`config.mk`:
```
export PLATFORM = sky130hd
export DESIGN_NAME = axi_ddr3_memtest
export DESIGN_NICKNAME = d
export VERILOG_FILES = /design/src/rtl/axi_ddr3_memtest.sv
export SDC_FILE = /design/constraint.sdc
export NUM_CORES = 1
export LEC_CHECK = 0
export ABC_AREA = 1
export CAP_MARGIN = 5
export CORE_MARGIN = 8
export CORE_UTILIZATION = 47
export CTS_BUF_LIST = sky130_fd_sc_hd__clkbuf_4 sky130_fd_sc_hd__clkbuf_8 sky130_fd_sc_hd__clkbuf_16
export DETAILED_ROUTE_END_ITERATION = 8
export GPL_TIMING_DRIVEN = 1
export PLACE_DENSITY = 0.82
export SLEW_MARGIN = 20
export SYNTH_ARGS = -nofsm -noshare
export SYNTH_HDL_FRONTEND = slang
export SYNTH_SLANG_ARGS = --single-unit
```
`constraint.sdc`:
```
create_clock -name clock -period 4.8 [get_ports clock]
set_input_delay 0.96 -clock clock [delete_from_list [all_inputs] [get_ports clock]]
set_output_delay 0.96 -clock clock [all_outputs]
set_load 0.02 [all_outputs]
```
`src/rtl/axi_ddr3_memtest.sv`:
```
// Purpose: AXI4 master that writes an LFSR pattern over a region in 4x32-bit bursts, reads it back and counts errors.
// Latency: AW valid the cycle after start; then one handshake per beat, one outstanding transaction at a time.
// Backpressure: every channel waits indefinitely on ready/valid; valid, address and data hold while stalled.
//
// Ports: clock/reset_ni (synchronous, active-low); start_i/base_i launch a test;
// busy_o/done_o/pass_o/errors_o report status; axi_aw*/axi_w*/axi_b*/axi_ar*/axi_r* form the AXI4 master.
// Optional macro MEMTEST_ERROR_CAPTURE_EN adds fail_addr_o/fail_exp_o/fail_got_o (first data-mismatch beat).
module axi_ddr3_memtest #(
    parameter int          WIDTH  = 32,
    parameter int          ADDRS  = 27,
    parameter int          REQID  = 4,
    parameter int          BURSTS = 16,
    parameter logic [31:0] SEED   = 32'h1234_5678
) (
    input  logic                 clock,
    input  logic                 reset_ni,
    input  logic                 start_i,
    input  logic [ADDRS-1:0]     base_i,
    output logic                 busy_o,
    output logic                 done_o,
    output logic                 pass_o,
    output logic [15:0]          errors_o,
    output logic                 axi_awvalid_o,
    input  logic                 axi_awready_i,
    output logic [ADDRS-1:0]     axi_awaddr_o,
    output logic [REQID-1:0]     axi_awid_o,
    output logic [7:0]           axi_awlen_o,
    output logic [1:0]           axi_awburst_o,
    output logic                 axi_wvalid_o,
    input  logic                 axi_wready_i,
    output logic                 axi_wlast_o,
    output logic [WIDTH/8-1:0]   axi_wstrb_o,
    output logic [WIDTH-1:0]     axi_wdata_o,
    input  logic                 axi_bvalid_i,
    output logic                 axi_bready_o,
    input  logic [1:0]           axi_bresp_i,
    input  logic [REQID-1:0]     axi_bid_i,
    output logic                 axi_arvalid_o,
    input  logic                 axi_arready_i,
    output logic [ADDRS-1:0]     axi_araddr_o,
    output logic [REQID-1:0]     axi_arid_o,
    output logic [7:0]           axi_arlen_o,
    output logic [1:0]           axi_arburst_o,
    input  logic                 axi_rvalid_i,
    output logic                 axi_rready_o,
    input  logic                 axi_rlast_i,
    input  logic [1:0]           axi_rresp_i,
    input  logic [REQID-1:0]     axi_rid_i,
    input  logic [WIDTH-1:0]     axi_rdata_i
`ifdef MEMTEST_ERROR_CAPTURE_EN
    ,
    output logic [ADDRS-1:0]     fail_addr_o,
    output logic [WIDTH-1:0]     fail_exp_o,
    output logic [WIDTH-1:0]     fail_got_o
`endif
);

    localparam int          CW   = $clog2(BURSTS) + 1;
    localparam logic [31:0] TAPS = 32'h8020_0003;
    localparam logic [CW-1:0] LAST_BURST = CW'(BURSTS - 1);

    typedef enum logic [2:0] {
        S_IDLE, S_AW, S_W, S_B, S_AR, S_R, S_DONE
    } state_t;

    state_t            state_q, state_d;
    logic [ADDRS-1:0]  base_q;
    logic [ADDRS-1:0]  addr_q;
    logic [CW-1:0]     burst_q;
    logic [1:0]        beat_q;
    logic [31:0]       lfsr_q;
    logic [31:0]       lfsr_nxt;
    logic [15:0]       errors_q;
    logic [1:0]        err_inc;
    logic [16:0]       err_sum;
    logic [15:0]       errors_sat;
    logic              last_burst;
    logic              data_bad;
    logic              unused_inputs;

    // ID fields are always 0 so responses need no ID matching; base low nibble is forced to 0.
    assign unused_inputs = ^{base_i[3:0], axi_bid_i, axi_rid_i};

    assign last_burst = (burst_q == LAST_BURST);
    assign data_bad   = (axi_rdata_i != lfsr_q[WIDTH-1:0]);

    // Galois LFSR, shifting right; taps folded in when the outgoing bit is 1.
    always_comb begin
        lfsr_nxt = lfsr_q >> 1;
        if (lfsr_q[0]) begin
            lfsr_nxt = (lfsr_q >> 1) ^ TAPS;
        end
    end

    // Per-beat error contribution; a read beat can add up to 3 (data, resp, rlast placement).
    always_comb begin
        err_inc = 2'd0;
        if (state_q == S_B && axi_bvalid_i) begin
            err_inc = 2'(axi_bresp_i != 2'b00);
        end else if (state_q == S_R && axi_rvalid_i) begin
            err_inc = 2'(data_bad) + 2'(axi_rresp_i != 2'b00)
                    + 2'(axi_rlast_i != (beat_q == 2'd3));
        end
        err_sum    = {1'b0, errors_q} + 17'(err_inc);
        errors_sat = err_sum[16] ? 16'hFFFF : err_sum[15:0];
    end

    // Next-state and handshake outputs.
    always_comb begin
        state_d       = state_q;
        axi_awvalid_o = 1'b0;
        axi_wvalid_o  = 1'b0;
        axi_bready_o  = 1'b0;
        axi_arvalid_o = 1'b0;
        axi_rready_o  = 1'b0;
        case (state_q)
            S_IDLE, S_DONE: begin
                if (start_i) state_d = S_AW;
            end
            S_AW: begin
                axi_awvalid_o = 1'b1;
                if (axi_awready_i) state_d = S_W;
            end
            S_W: begin
                axi_wvalid_o = 1'b1;
                if (axi_wready_i && beat_q == 2'd3) state_d = S_B;
            end
            S_B: begin
                axi_bready_o = 1'b1;
                if (axi_bvalid_i) state_d = last_burst ? S_AR : S_AW;
            end
            S_AR: begin
                axi_arvalid_o = 1'b1;
                if (axi_arready_i) state_d = S_R;
            end
            S_R: begin
                axi_rready_o = 1'b1;
                if (axi_rvalid_i && beat_q == 2'd3) state_d = last_burst ? S_DONE : S_AR;
            end
            default: state_d = S_IDLE;
        endcase
    end

    always_ff @(posedge clock) begin
        if (!reset_ni) begin
            state_q  <= S_IDLE;
            base_q   <= '0;
            addr_q   <= '0;
            burst_q  <= '0;
            beat_q   <= 2'd0;
            lfsr_q   <= SEED;
            errors_q <= 16'd0;
        end else begin
            state_q <= state_d;
            case (state_q)
                S_IDLE, S_DONE: begin
                    if (start_i) begin
                        base_q   <= {base_i[ADDRS-1:4], 4'b0000};
                        addr_q   <= {base_i[ADDRS-1:4], 4'b0000};
                        burst_q  <= '0;
                        beat_q   <= 2'd0;
                        lfsr_q   <= SEED;
                        errors_q <= 16'd0;
                    end
                end
                S_W: begin
                    if (axi_wready_i) begin
                        lfsr_q <= lfsr_nxt;
                        beat_q <= beat_q + 2'd1;
                    end
                end
                S_B: begin
                    if (axi_bvalid_i) begin
                        errors_q <= errors_sat;
                        if (last_burst) begin
                            // Rewind so the read phase regenerates the written sequence.
                            burst_q <= '0;
                            addr_q  <= base_q;
                            lfsr_q  <= SEED;
                        end else begin
                            burst_q <= burst_q + CW'(1);
                            addr_q  <= addr_q + ADDRS'(16);
                        end
                    end
                end
                S_R: begin
                    if (axi_rvalid_i) begin
                        errors_q <= errors_sat;
                        lfsr_q   <= lfsr_nxt;
                        beat_q   <= beat_q + 2'd1;
                        if (beat_q == 2'd3 && !last_burst) begin
                            burst_q <= burst_q + CW'(1);
                            addr_q  <= addr_q + ADDRS'(16);
                        end
                    end
                end
                default: ;
            endcase
        end
    end

`ifdef MEMTEST_ERROR_CAPTURE_EN
    logic cap_vld_q;

    always_ff @(posedge clock) begin
        if (!reset_ni) begin
            cap_vld_q   <= 1'b0;
            fail_addr_o <= '0;
            fail_exp_o  <= '0;
            fail_got_o  <= '0;
        end else if ((state_q == S_IDLE || state_q == S_DONE) && start_i) begin
            cap_vld_q   <= 1'b0;
            fail_addr_o <= '0;
            fail_exp_o  <= '0;
            fail_got_o  <= '0;
        end else if (state_q == S_R && axi_rvalid_i && data_bad && !cap_vld_q) begin
            cap_vld_q   <= 1'b1;
            fail_addr_o <= addr_q + ADDRS'({beat_q, 2'b00});
            fail_exp_o  <= lfsr_q[WIDTH-1:0];
            fail_got_o  <= axi_rdata_i;
        end
    end
`else
    // Error capture registers are not built in this configuration.
`endif

    assign busy_o        = (state_q != S_IDLE) && (state_q != S_DONE);
    assign done_o        = (state_q == S_DONE);
    assign pass_o        = (state_q == S_DONE) && (errors_q == 16'd0);
    assign errors_o      = errors_q;

    assign axi_awaddr_o  = addr_q;
    assign axi_awid_o    = '0;
    assign axi_awlen_o   = 8'd3;
    assign axi_awburst_o = 2'b01;
    assign axi_wlast_o   = (state_q == S_W) && (beat_q == 2'd3);
    assign axi_wstrb_o   = '1;
    assign axi_wdata_o   = lfsr_q[WIDTH-1:0];
    assign axi_araddr_o  = addr_q;
    assign axi_arid_o    = '0;
    assign axi_arlen_o   = 8'd3;
    assign axi_arburst_o = 2'b01;

endmodule

```
==> flow_results.xml, run 1 <==
<?xml version="1.0" encoding="UTF-8"?>
<metrics>
  <group name="global_route">
    <metric name="grt_overflow_total" unit="">0</metric>
    <metric name="antenna_violations_before_repair" unit="">0</metric>
    <metric name="first_global_vias" unit="">6265</metric>
    <metric name="wire_length_of_the_first_global_routing_pass" unit="microns">31000</metric>
    <metric name="grt.total_usage" unit="%">20.8</metric>
    <metric name="largest_net_degree_at_the_start_of_global_routing" unit="">55</metric>
  </group>
  <group name="placed_design">
    <metric name="place_hpwl" unit="microns">14300</metric>
    <metric name="post-place-cells" unit="">1282</metric>
    <metric name="globalplace.congestion" unit="">0.932</metric>
    <metric name="place_worst_setup_slack" unit="ns">0.0320</metric>
    <metric name="portBuffers" unit="">170</metric>
  </group>
  <group name="logic_synthesis">
    <metric name="ys_warn_count" unit="">0</metric>
    <metric name="syn-instance-count" unit="">985</metric>
    <metric name="synth_edf_count" unit="">0</metric>
    <metric name="netlist_area" unit="sq um">6570</metric>
    <metric name="synth.avg_cell_area" unit="sq um">6.67</metric>
    <metric name="synth_async_sr_flop_share" unit="%">0</metric>
    <metric name="yosysSeqAreaShare" unit="%">31.7</metric>
    <metric name="postSynth.topFlopCell" unit="">dfxtp_1</metric>
    <metric name="yosys_register_bits" unit="">104</metric>
    <metric name="netlist-cell-type-count" unit="">44</metric>
  </group>
  <group name="routing">
    <metric name="detail_route.wl_per_cell" unit="microns">14.9</metric>
    <metric name="drc" unit="">0</metric>
    <metric name="routed_vias_inst" unit="">5.18</metric>
    <metric name="vias" unit="">6718</metric>
    <metric name="drt_pre_antenna_iters" unit="">5</metric>
    <metric name="finalWirelength" unit="microns">19400</metric>
    <metric name="detail_route.iter0.violations" unit="">581</metric>
    <metric name="antenna_left" unit="">0</metric>
  </group>
  <group name="setup_path">
    <metric name="reg2reg_slack" unit="ns">0.98</metric>
    <metric name="setup.worst_path.end_class" unit="">flip-flop</metric>
    <metric name="worst-endpoint-arrival" unit="ns">4.69</metric>
    <metric name="crit_chain" unit="">clkdlybuf4s50_1 &gt; or2_2 &gt; nand4_1 &gt; nor4_1 &gt; nand4_1 &gt; fa_1 &gt; nand2_1 &gt; o21ai_0 &gt; ha_1 &gt; inv_1 &gt; fa_1 &gt; nor2_1 &gt; nand3_1 &gt; nor2_2 &gt; nand4_2 &gt; inv_2 &gt; o21ai_0 &gt; a21oi_1</metric>
    <metric name="cpMaxStageDelayCell" unit="">fa_1</metric>
    <metric name="worst-endpoint-required" unit="ns">5.08</metric>
    <metric name="timing_worst_setup_path_type" unit="">input pin to flip-flop</metric>
    <metric name="critical-path-max-stage-delay" unit="ns">0.59</metric>
    <metric name="worstPathMaxFanout" unit="">8</metric>
    <metric name="startpoint_type" unit="">input pin</metric>
  </group>
  <group name="sta">
    <metric name="unrepaired_setup_endpoints_after_global_routing" unit="">no</metric>
    <metric name="timing.clock.skew" unit="ns">0.0101</metric>
    <metric name="total_count_of_hold_check_failures_in_the_final_report" unit="">0</metric>
    <metric name="setup-violations-final" unit="">0</metric>
    <metric name="finalSetupTns" unit="ns">0</metric>
    <metric name="min_period_over_period" unit="%">92.0</metric>
    <metric name="fmax" unit="MHz">227</metric>
    <metric name="finalWorstSetupSlack" unit="ns">0.385</metric>
    <metric name="worst_slew_margin_rel" unit="%">42.4</metric>
    <metric name="fin_crit" unit="ns">4.41</metric>
    <metric name="worstMarginPinSlew" unit="ns">0.863</metric>
    <metric name="report.final.slew_viol_count" unit="">0</metric>
  </group>
  <group name="die">
    <metric name="ports" unit="">223</metric>
    <metric name="rows" unit="">43</metric>
    <metric name="core" unit="sq um">13800</metric>
    <metric name="die_h" unit="microns">134</metric>
    <metric name="die-width" unit="microns">134</metric>
    <metric name="initial_utilization" unit="%">47.7</metric>
    <metric name="dieArea" unit="sq um">18000</metric>
  </group>
  <group name="clock_tree">
    <metric name="cts.sinks" unit="">104</metric>
    <metric name="ctsRootBufferMaster" unit="">clkbuf_16</metric>
    <metric name="htree_levels" unit="">3</metric>
    <metric name="clock_insertion_delay_worst_skew" unit="ns">0.35</metric>
    <metric name="cts.path.max_buffers" unit="">2</metric>
    <metric name="cts_tree" unit="">yes</metric>
    <metric name="cts_resized" unit="">0</metric>
    <metric name="ctsHoldBuffers" unit="">0</metric>
    <metric name="clk_transition_reported_paths" unit="ns">0.07</metric>
    <metric name="post_cts.repair.setup_buffers" unit="">0</metric>
    <metric name="cts-buffers-inserted" unit="">9</metric>
  </group>
  <group name="power_and_ir_drop">
    <metric name="seq_power_share" unit="%">28.4</metric>
    <metric name="report.power.total" unit="mW">5.36</metric>
    <metric name="power_leakage" unit="nW">3.33</metric>
    <metric name="switching_share_of_power" unit="%">48.2</metric>
    <metric name="comb_power_share" unit="%">57.2</metric>
    <metric name="power.ir.vdd_worst" unit="uV">329</metric>
    <metric name="net-switching-power" unit="mW">2.58</metric>
    <metric name="pwr_density_cell" unit="nW/um^2">642</metric>
    <metric name="share_clk_of_total_power" unit="%">14.4</metric>
    <metric name="cell_internal_pwr" unit="mW">2.78</metric>
  </group>
  <group name="finish">
    <metric name="area_delta_synth_final" unit="%">26.9</metric>
    <metric name="insertedDiodeCount" unit="">0</metric>
    <metric name="final_net_count" unit="">1203</metric>
    <metric name="layout.cells.non_filler" unit="">1298</metric>
    <metric name="fraction_of_final_layout_cells_sized_beyond_drive_strength_1" unit="%">6.89</metric>
  </group>
  <group name="status">
    <metric name="outcome" unit="">completed</metric>
  </group>
  <group name="hold_path">
    <metric name="hold_path_class" unit="">flip-flop to flip-flop</metric>
  </group>
  <group name="job">
    <metric name="max_cap_viol_count" unit="">0</metric>
  </group>
</metrics>
## metrics by stage
step | instance area [sq um] | utilization (%) | hold slack (ns)
global route | 8340 | 60.5 | 0.490
finish | 8340 | 60.5 | 0.476
floorplan | 6710 | - | 0.437
global placement | 8030 | 58.3 | 0.452
CTS | 8340 | 60.5 | 0.475
detailed placement | 8030 | 58.3 | 0.465
## path summary, 6_finish.rpt
kind                                startpoint     endpoint  cells after the start
worst max-delay path            axi_rdata_i[3]  errors_o[0]                     18
worst min-delay path                 beat_q[0]    beat_q[0]                      1
worst max register to register  axi_wdata_o[0]  errors_o[0]                     18
worst min register to register       beat_q[0]    beat_q[0]                      1
## synthesized netlist by cell type (2+ instances only)
master     number  area share (%)
nand2_1       214              12
nor2_1        155             8.9
dfxtp_1       104              32
a21oi_1        68             5.2
buf_4          67             7.7
inv_1          64             3.7
o21ai_0        63             4.8
nand3_1        50             3.8
xnor2_1        23             3.1
or2_2          15             1.4
clkbuf_1       14            0.80
buf_2          13            0.99
nand4_1        13             1.2
a31oi_1        12             1.1
inv_2          12            0.69
nor3_1         12            0.91
o211ai_1       11             1.3
xor2_1          9             1.2
ha_1            8             1.5
nor4_1          6            0.57
nor2_2          5            0.48
nor3_2          5            0.76
buf_6           4            0.69
nand3_2         4            0.61
nor2_4          4            0.69
o21ai_1         4            0.30
o2111ai_1       3            0.40
conb_1          2            0.11
fa_1            2            0.61
nand2_2         2            0.19
nand3b_1        2            0.23
o21ai_2         2            0.27
o22ai_1         2            0.19
## area by class of cell
| class | instances | area [sq um] |
|---|---|---|
| Fill cell | 1285 | 5430 |
| Sequential cell | 104 | 2080 |
| Timing Repair Buffer | 177 | 1750 |
| Clock inverter | 4 | 52.6 |
| Tap cell | 180 | 225 |
| Clock buffer | 12 | 260 |
| Inverter | 76 | 285 |
| Multi-Input combinational cell | 745 | 3680 |
## kinds of logic (layout without fill, tap and decap cells)
logic type / Yosys count / in the layout / share of synthesized area [%]
and+or+nand+nor: 492 / 492 / 33.0
DFF: 104 / 104 / 31.7
AOI/OAI and AO/OA: 171 / 171 / 14.4
buffers and inverters: 174 / 269 / 14.5
xor gates and xnor gates: 32 / 32 / 4.27
adders and majority gates: 10 / 10 / 2.13
other: 2 / 40 / 0.114
## per-layer routing
metal	track usage [%]	routed length, microns
met4	7.30	363
met2	35.3	9100
met3	4.30	1560
met1	25.3	8350
met5	0	0
## layout by cell type, fill, tap and decap left out, drive strengths merged, types with 8 or more instances in the layout
master and instances:
or2 15, nand3 55, nor2 164, inv 76
a21oi 68, nand2 216, nor3 17, xnor2 23
dfxtp 104, ha 8, xor2 9, conb 40
clkbuf 12, o211ai 11, a31oi 12, nand4 14
o21ai 69, clkdlybuf4s50 170
## registers in the layout, summed over array words and instances, names as in the netlist
register and flops:
base_q 23, axi_wdata_o 32, axi_araddr_o 23, errors_o 16
burst_q 5, state_q 3, beat_q 2
## critical path: cells and delay by family
| kind | cells | cell delay (ns) |
|---|---|---|
| simple gates | 9 | 1.48 |
| fa+ha+maj | 3 | 1.19 |
| buf+inv | 3 | 0.76 |
| compound gates | 3 | 0.31 |
## power groups by stage
stage / Combinational [mW] / Clock, mW / Sequential, mW
3_3_place_gp: 3.01 / 0 / 1.53
4_1_cts: 3.08 / 0.787 / 1.52
3_5_place_dp: 3.06 / 0 / 1.53
5_1_grt: 3.40 / 0.816 / 1.57
6_report: 3.07 / 0.769 / 1.52
2_1_floorplan: 2.04 / 0 / 1.67
No activity file was read; power rests on OpenSTA's default activity.
==> run 2: changes to the inputs <==
Settings changed: CORE_UTILIZATION 47 to 50, DONT_BUFFER_PORTS set to 1, PLACE_DENSITY 0.82 to unset.
==> run 2 against run 1 <==
Compared with the run above: register-to-register slack lost 0.40 ns; highest routed layer unchanged; final area down 21%; core utilization fell by 9.7 points; count of clock-buffer cells in the layout shrank 1; clock skew barely moved; cell count fell by 13%; wire length is 1.9% lower; largest power group unchanged.
==> flow_results.xml, run 2 (synthesized netlist as in run 1, its figures left out) <==
<?xml version="1.0" encoding="UTF-8"?>
<metrics>
  <group name="status">
    <metric name="outcome" unit="">completed</metric>
  </group>
  <group name="setup_path">
    <metric name="timing.rr.end" unit="">errors_o[0]</metric>
    <metric name="crit_chain" unit="">inv_1 &gt; nand2_1 &gt; nand4_1 &gt; nor4_1 &gt; nand4_1 &gt; fa_1 &gt; nand2_1 &gt; o21ai_0 &gt; ha_1 &gt; inv_1 &gt; fa_1 &gt; nor2_1 &gt; nand3_1 &gt; nor2_2 &gt; nand4_2 &gt; inv_2 &gt; o21ai_0 &gt; a21oi_1</metric>
    <metric name="cpMaxStageDelayCell" unit="">fa_1</metric>
    <metric name="startpoint_type" unit="">flip-flop</metric>
    <metric name="critPathTopFamily" unit="">simple AND/OR/NAND/NOR gates</metric>
    <metric name="worst-path-stages" unit="">18</metric>
    <metric name="path_buf_inv" unit="">3</metric>
    <metric name="critical_path.reg2reg.startpoint" unit="">axi_wdata_o[29]</metric>
    <metric name="worst-endpoint-arrival" unit="ns">4.49</metric>
    <metric name="timing_worst_setup_path_type" unit="">flip-flop to flip-flop</metric>
    <metric name="reg2reg_slack" unit="ns">0.58</metric>
    <metric name="setup.worst_path.end_class" unit="">flip-flop</metric>
    <metric name="crit_path_end" unit="">errors_o[0]</metric>
    <metric name="worstPathMaxFanout" unit="">8</metric>
    <metric name="critical-path-max-stage-delay" unit="ns">0.61</metric>
    <metric name="timing.critical_path.from" unit="">axi_wdata_o[29]</metric>
    <metric name="worst-endpoint-required" unit="ns">5.08</metric>
    <metric name="worst_case_reg_to_reg_path_depth" unit="">18</metric>
  </group>
  <group name="global_route">
    <metric name="grt.total_usage" unit="%">22.4</metric>
    <metric name="antenna_violations_before_repair" unit="">0</metric>
    <metric name="wire_length_of_the_first_global_routing_pass" unit="microns">30100</metric>
    <metric name="largest_net_degree_at_the_start_of_global_routing" unit="">55</metric>
    <metric name="grt_overflow_total" unit="">0</metric>
    <metric name="first_global_vias" unit="">5485</metric>
  </group>
  <group name="clock_tree">
    <metric name="clk_transition_reported_paths" unit="ns">0.07</metric>
    <metric name="cts.path.max_buffers" unit="">2</metric>
    <metric name="htree_levels" unit="">3</metric>
    <metric name="ctsHoldBuffers" unit="">0</metric>
    <metric name="ctsRootBufferMaster" unit="">clkbuf_16</metric>
    <metric name="post_cts.repair.setup_buffers" unit="">0</metric>
    <metric name="clock_insertion_delay_worst_skew" unit="ns">0.36</metric>
    <metric name="cts_tree" unit="">yes</metric>
    <metric name="cts_resized" unit="">0</metric>
    <metric name="cts.sinks" unit="">104</metric>
    <metric name="cts-buffers-inserted" unit="">9</metric>
  </group>
  <group name="die">
    <metric name="core" unit="sq um">13000</metric>
    <metric name="dieArea" unit="sq um">17100</metric>
    <metric name="die-width" unit="microns">131</metric>
    <metric name="die_h" unit="microns">131</metric>
    <metric name="initial_utilization" unit="%">50.4</metric>
    <metric name="ports" unit="">223</metric>
    <metric name="rows" unit="">42</metric>
  </group>
  <group name="routing">
    <metric name="drt_pre_antenna_iters" unit="">5</metric>
    <metric name="finalWirelength" unit="microns">19000</metric>
    <metric name="detail_route.iter0.violations" unit="">455</metric>
    <metric name="antenna_left" unit="">0</metric>
    <metric name="vias" unit="">5944</metric>
    <metric name="routed_vias_inst" unit="">5.29</metric>
    <metric name="drc" unit="">0</metric>
    <metric name="detail_route.wl_per_cell" unit="microns">16.9</metric>
  </group>
  <group name="sta">
    <metric name="min_period_over_period" unit="%">87.8</metric>
    <metric name="setup-violations-final" unit="">0</metric>
    <metric name="finalSetupTns" unit="ns">0</metric>
    <metric name="fin_crit" unit="ns">4.22</metric>
    <metric name="fmax" unit="MHz">237</metric>
    <metric name="worst_slew_margin_rel" unit="%">34.8</metric>
    <metric name="worstMarginPinSlew" unit="ns">0.969</metric>
    <metric name="unrepaired_setup_endpoints_after_global_routing" unit="">no</metric>
    <metric name="timing.hold.ws" unit="ns">0.472</metric>
    <metric name="total_count_of_hold_check_failures_in_the_final_report" unit="">0</metric>
    <metric name="finalWorstSetupSlack" unit="ns">0.584</metric>
    <metric name="timing.clock.skew" unit="ns">0.0102</metric>
    <metric name="report.final.slew_viol_count" unit="">0</metric>
  </group>
  <group name="power_and_ir_drop">
    <metric name="report.power.total" unit="mW">4.76</metric>
    <metric name="power.ir.vdd_worst" unit="uV">325</metric>
    <metric name="pwr_density_cell" unit="nW/um^2">719</metric>
    <metric name="power_leakage" unit="nW">2.69</metric>
  </group>
  <group name="placed_design">
    <metric name="post-place-cells" unit="">1108</metric>
    <metric name="globalplace.congestion" unit="">0.836</metric>
    <metric name="portBuffers" unit="">0</metric>
    <metric name="placed_cell_area" unit="sq um">6320</metric>
    <metric name="place_hpwl" unit="microns">13700</metric>
    <metric name="place_worst_setup_slack" unit="ns">0.335</metric>
  </group>
  <group name="finish">
    <metric name="finalCoreUtilization" unit="%">50.8</metric>
    <metric name="mostFrequentLayoutCell" unit="">nand2_1</metric>
    <metric name="insertedDiodeCount" unit="">0</metric>
    <metric name="final_net_count" unit="">1033</metric>
    <metric name="layout.cells.non_filler" unit="">1124</metric>
    <metric name="fin_area" unit="sq um">6620</metric>
    <metric name="number_of_flip_flops_under_the_largest_register_name" unit="">32</metric>
    <metric name="final.fill_count" unit="">1369</metric>
    <metric name="fraction_of_final_layout_cells_sized_beyond_drive_strength_1" unit="%">8.12</metric>
    <metric name="area_delta_synth_final" unit="%">0.800</metric>
    <metric name="mostFrequentLayoutCells" unit="">214 x nand2_1, 155 x nor2_1, 104 x dfxtp_1</metric>
  </group>
  <group name="job">
    <metric name="max_cap_viol_count" unit="">0</metric>
  </group>
  <group name="hold_path">
    <metric name="hold_path_class" unit="">flip-flop to flip-flop</metric>
  </group>
</metrics>
==> run 2: per-layer routing <==
layer / wire length, microns / global-route usage [%] / vias up
met4: 235 / 6.41 / 0
li1: - / - / 3028
met5: 0 / 0 / -
met1: 8370 / 28.8 / 2705
met3: 2050 / 7.67 / 16
met2: 8350 / 34.8 / 195
==> run 2: cell type report <==
cell class                 instances  area (sq um)  area share, %
multi-input combinational        745          3680           55.6
sequential                       104          2080           31.4
inverter                          76           285           4.31
clock buffer                      11           246           3.72
tap                              176           220           3.33
clock inverter                     5          56.3          0.850
timing repair buffer               7          52.6          0.794
==> run 2: how the worst min path moves through the flow <==
stage	slack, ns	to	startpoint	cells after the start
after floorplan	0.44	beat_q[0]	beat_q[0]	1
after global placement	0.46	beat_q[1]	beat_q[1]	2
after detailed placement	0.46	axi_araddr_o[6]	base_q[6]	2
after CTS	0.47	axi_araddr_o[6]	base_q[6]	2
after global routing	0.50	axi_araddr_o[6]	base_q[6]	2
final	0.47	beat_q[1]	beat_q[1]	2
==> run 2: tightest hold or removal path, stage by stage, from the launching register on <==
cell and delay (ns):
dfxtp_1 0.31, nand2_1 0.06, a21oi_1 0.05
==> run 2: power by group <==
part | switching (mW) | internal, mW | total [mW]
clock | 0.332 | 0.424 | 0.756
sequential | 0.735 | 1.16 | 1.89
combinational | 1.45 | 0.661 | 2.11
==> run 3: changes to the inputs <==
Settings changed: CORE_ASPECT_RATIO set to 1.4, CORE_MARGIN 8 to unset.
==> run 3 against run 2 <==
Compared with the run above: sequential share of layout area up 0.14 points; setup slack worse by 0.0077 ns; die area down 20%; clock power up 0.9%; sequential power about the same; count of clock-buffer cells in the layout down 2; non-clock buffer count unchanged; largest power group unchanged.
==> flow_results.xml, run 3 (synthesized netlist as in run 1, its figures left out) <==
<?xml version="1.0" encoding="UTF-8"?>
<metrics>
  <group name="finish">
    <metric name="area_delta_synth_final" unit="%">0.343</metric>
    <metric name="final_net_count" unit="">1033</metric>
    <metric name="mostFrequentLayoutCell" unit="">nand2_1</metric>
    <metric name="insertedDiodeCount" unit="">0</metric>
    <metric name="number_of_flip_flops_under_the_largest_register_name" unit="">32</metric>
    <metric name="fin_area" unit="sq um">6590</metric>
    <metric name="mostFrequentLayoutCells" unit="">214 x nand2_1, 155 x nor2_1, 104 x dfxtp_1</metric>
    <metric name="final.fill_count" unit="">1329</metric>
    <metric name="fraction_of_final_layout_cells_sized_beyond_drive_strength_1" unit="%">8.12</metric>
  </group>
  <group name="setup_path">
    <metric name="timing_worst_setup_path_type" unit="">input pin to flip-flop</metric>
    <metric name="setup.worst_path.end_class" unit="">flip-flop</metric>
    <metric name="worst_case_reg_to_reg_path_depth" unit="">18</metric>
    <metric name="worstPathMaxFanout" unit="">8</metric>
    <metric name="worst-endpoint-arrival" unit="ns">4.50</metric>
    <metric name="worst-endpoint-required" unit="ns">5.08</metric>
    <metric name="startpoint_type" unit="">input pin</metric>
  </group>
  <group name="die">
    <metric name="ports" unit="">223</metric>
    <metric name="die_h" unit="microns">138</metric>
    <metric name="core" unit="sq um">12800</metric>
    <metric name="initial_utilization" unit="%">51.3</metric>
    <metric name="dieArea" unit="sq um">13600</metric>
    <metric name="die-width" unit="microns">98.9</metric>
    <metric name="rows" unit="">49</metric>
  </group>
  <group name="placed_design">
    <metric name="portBuffers" unit="">0</metric>
    <metric name="globalplace.congestion" unit="">0.857</metric>
    <metric name="place_worst_setup_slack" unit="ns">0.197</metric>
    <metric name="placed_cell_area" unit="sq um">6290</metric>
    <metric name="place_hpwl" unit="microns">13000</metric>
  </group>
  <group name="sta">
    <metric name="timing.clock.skew" unit="ns">0.00995</metric>
    <metric name="unrepaired_setup_endpoints_after_global_routing" unit="">no</metric>
    <metric name="worstMarginPinSlew" unit="ns">0.927</metric>
    <metric name="fmax" unit="MHz">237</metric>
    <metric name="fin_crit" unit="ns">4.22</metric>
    <metric name="setup-violations-final" unit="">0</metric>
    <metric name="total_count_of_hold_check_failures_in_the_final_report" unit="">0</metric>
    <metric name="finalSetupTns" unit="ns">0</metric>
    <metric name="worst_slew_margin_rel" unit="%">37.6</metric>
    <metric name="min_period_over_period" unit="%">88.0</metric>
    <metric name="report.final.slew_viol_count" unit="">0</metric>
    <metric name="finalWorstSetupSlack" unit="ns">0.577</metric>
  </group>
  <group name="status">
    <metric name="outcome" unit="">completed</metric>
  </group>
  <group name="clock_tree">
    <metric name="cts.sinks" unit="">104</metric>
    <metric name="ctsRootBufferMaster" unit="">clkbuf_16</metric>
    <metric name="ctsHoldBuffers" unit="">0</metric>
    <metric name="clock_insertion_delay_worst_skew" unit="ns">0.35</metric>
    <metric name="cts_tree" unit="">yes</metric>
    <metric name="clk_transition_reported_paths" unit="ns">0.07</metric>
    <metric name="cts-buffers-inserted" unit="">9</metric>
    <metric name="cts_resized" unit="">0</metric>
    <metric name="post_cts.repair.setup_buffers" unit="">0</metric>
    <metric name="htree_levels" unit="">3</metric>
    <metric name="cts.path.max_buffers" unit="">2</metric>
  </group>
  <group name="routing">
    <metric name="detail_route.iter0.violations" unit="">242</metric>
    <metric name="vias" unit="">6032</metric>
    <metric name="finalWirelength" unit="microns">18300</metric>
    <metric name="antenna_left" unit="">0</metric>
    <metric name="drt_pre_antenna_iters" unit="">5</metric>
    <metric name="detail_route.wl_per_cell" unit="microns">16.6</metric>
    <metric name="drc" unit="">0</metric>
    <metric name="routed_vias_inst" unit="">5.48</metric>
  </group>
  <group name="power_and_ir_drop">
    <metric name="cell_internal_pwr" unit="mW">2.24</metric>
    <metric name="report.power.total" unit="mW">4.76</metric>
    <metric name="power.ir.vdd_worst" unit="uV">418</metric>
    <metric name="net-switching-power" unit="mW">2.53</metric>
    <metric name="switching_share_of_power" unit="%">53.1</metric>
    <metric name="seq_power_share" unit="%">39.1</metric>
    <metric name="power_leakage" unit="nW">2.69</metric>
    <metric name="pwr_density_cell" unit="nW/um^2">723</metric>
    <metric name="share_clk_of_total_power" unit="%">16.0</metric>
    <metric name="comb_power_share" unit="%">44.8</metric>
  </group>
  <group name="global_route">
    <metric name="antenna_violations_before_repair" unit="">0</metric>
    <metric name="first_global_vias" unit="">5603</metric>
    <metric name="largest_net_degree_at_the_start_of_global_routing" unit="">55</metric>
    <metric name="grt.total_usage" unit="%">26.4</metric>
    <metric name="grt_overflow_total" unit="">0</metric>
    <metric name="wire_length_of_the_first_global_routing_pass" unit="microns">28200</metric>
  </group>
  <group name="hold_path">
    <metric name="holdPathStages" unit="">2</metric>
    <metric name="hold_path_class" unit="">flip-flop to flip-flop</metric>
  </group>
  <group name="job">
    <metric name="max_cap_viol_count" unit="">0</metric>
  </group>
</metrics>
==> run 3: routing by layer <==
metal / GRT usage (%) / part of all wire (%) / vias to the layer above
li1: - / - / 3022
met1: 28.3 / 38 / 2791
met2: 49.9 / 54 / 195
met3: 6.90 / 6.4 / 24
met4: 8.54 / 2.0 / 0
met5: 0 / 0 / -
==> run 3: area by class of cell <==
class | instances | area [sq um] | share of cell area [%]
flip-flops and latches | 104 | 2080 | 31.6
repair buffers | 7 | 52.6 | 0.797
clock inverters | 7 | 76.3 | 1.16
well taps | 153 | 191 | 2.90
multi-input cells | 745 | 3680 | 55.8
inverters | 76 | 285 | 4.33
clock buffers | 9 | 225 | 3.42
==> run 3: final timing paths <==
kind / from / endpoint / slack, ns
min: beat_q[1] / beat_q[1] / 0.47
max reg2reg: axi_wdata_o[1] / errors_o[4] / 0.63
max: axi_rdata_i[30] / errors_o[4] / 0.58
min reg2reg: beat_q[1] / beat_q[1] / 0.47
==> run 3: power groups by stage <==
stage               clock [mW]  sequential (mW)  combinational [mW]
floorplan                    0             1.67                2.04
global placement             0             1.88                2.07
detailed placement           0             1.89                2.13
CTS                      0.778             1.87                2.14
global route             0.811             1.92                2.44
finish                   0.763             1.86                2.14
==> run 3: stage by stage <==
stage                     hold WS [ns]  std cells  utilization, %
after floorplan                  0.437       1023               -
after global placement           0.453       1085            49.1
after detailed placement         0.463       1085            49.1
after CTS                        0.473       1101            51.5
after global routing             0.502       1101            51.5
final                            0.468       1101            51.5
==> run 3: critical path, cell delays in order <==
cell and delay, ns:
xnor2_1 0.22, nand4_1 0.15, nor3_1 0.22, nand4_1 0.22, fa_1 0.58, nand2_1 0.05, o21ai_0 0.08, ha_1 0.19
inv_1 0.06, fa_1 0.41, nor2_1 0.19, nand3_1 0.17, nor2_2 0.27, nand4_2 0.28, inv_2 0.21, o21ai_0 0.10
a21oi_1 0.15
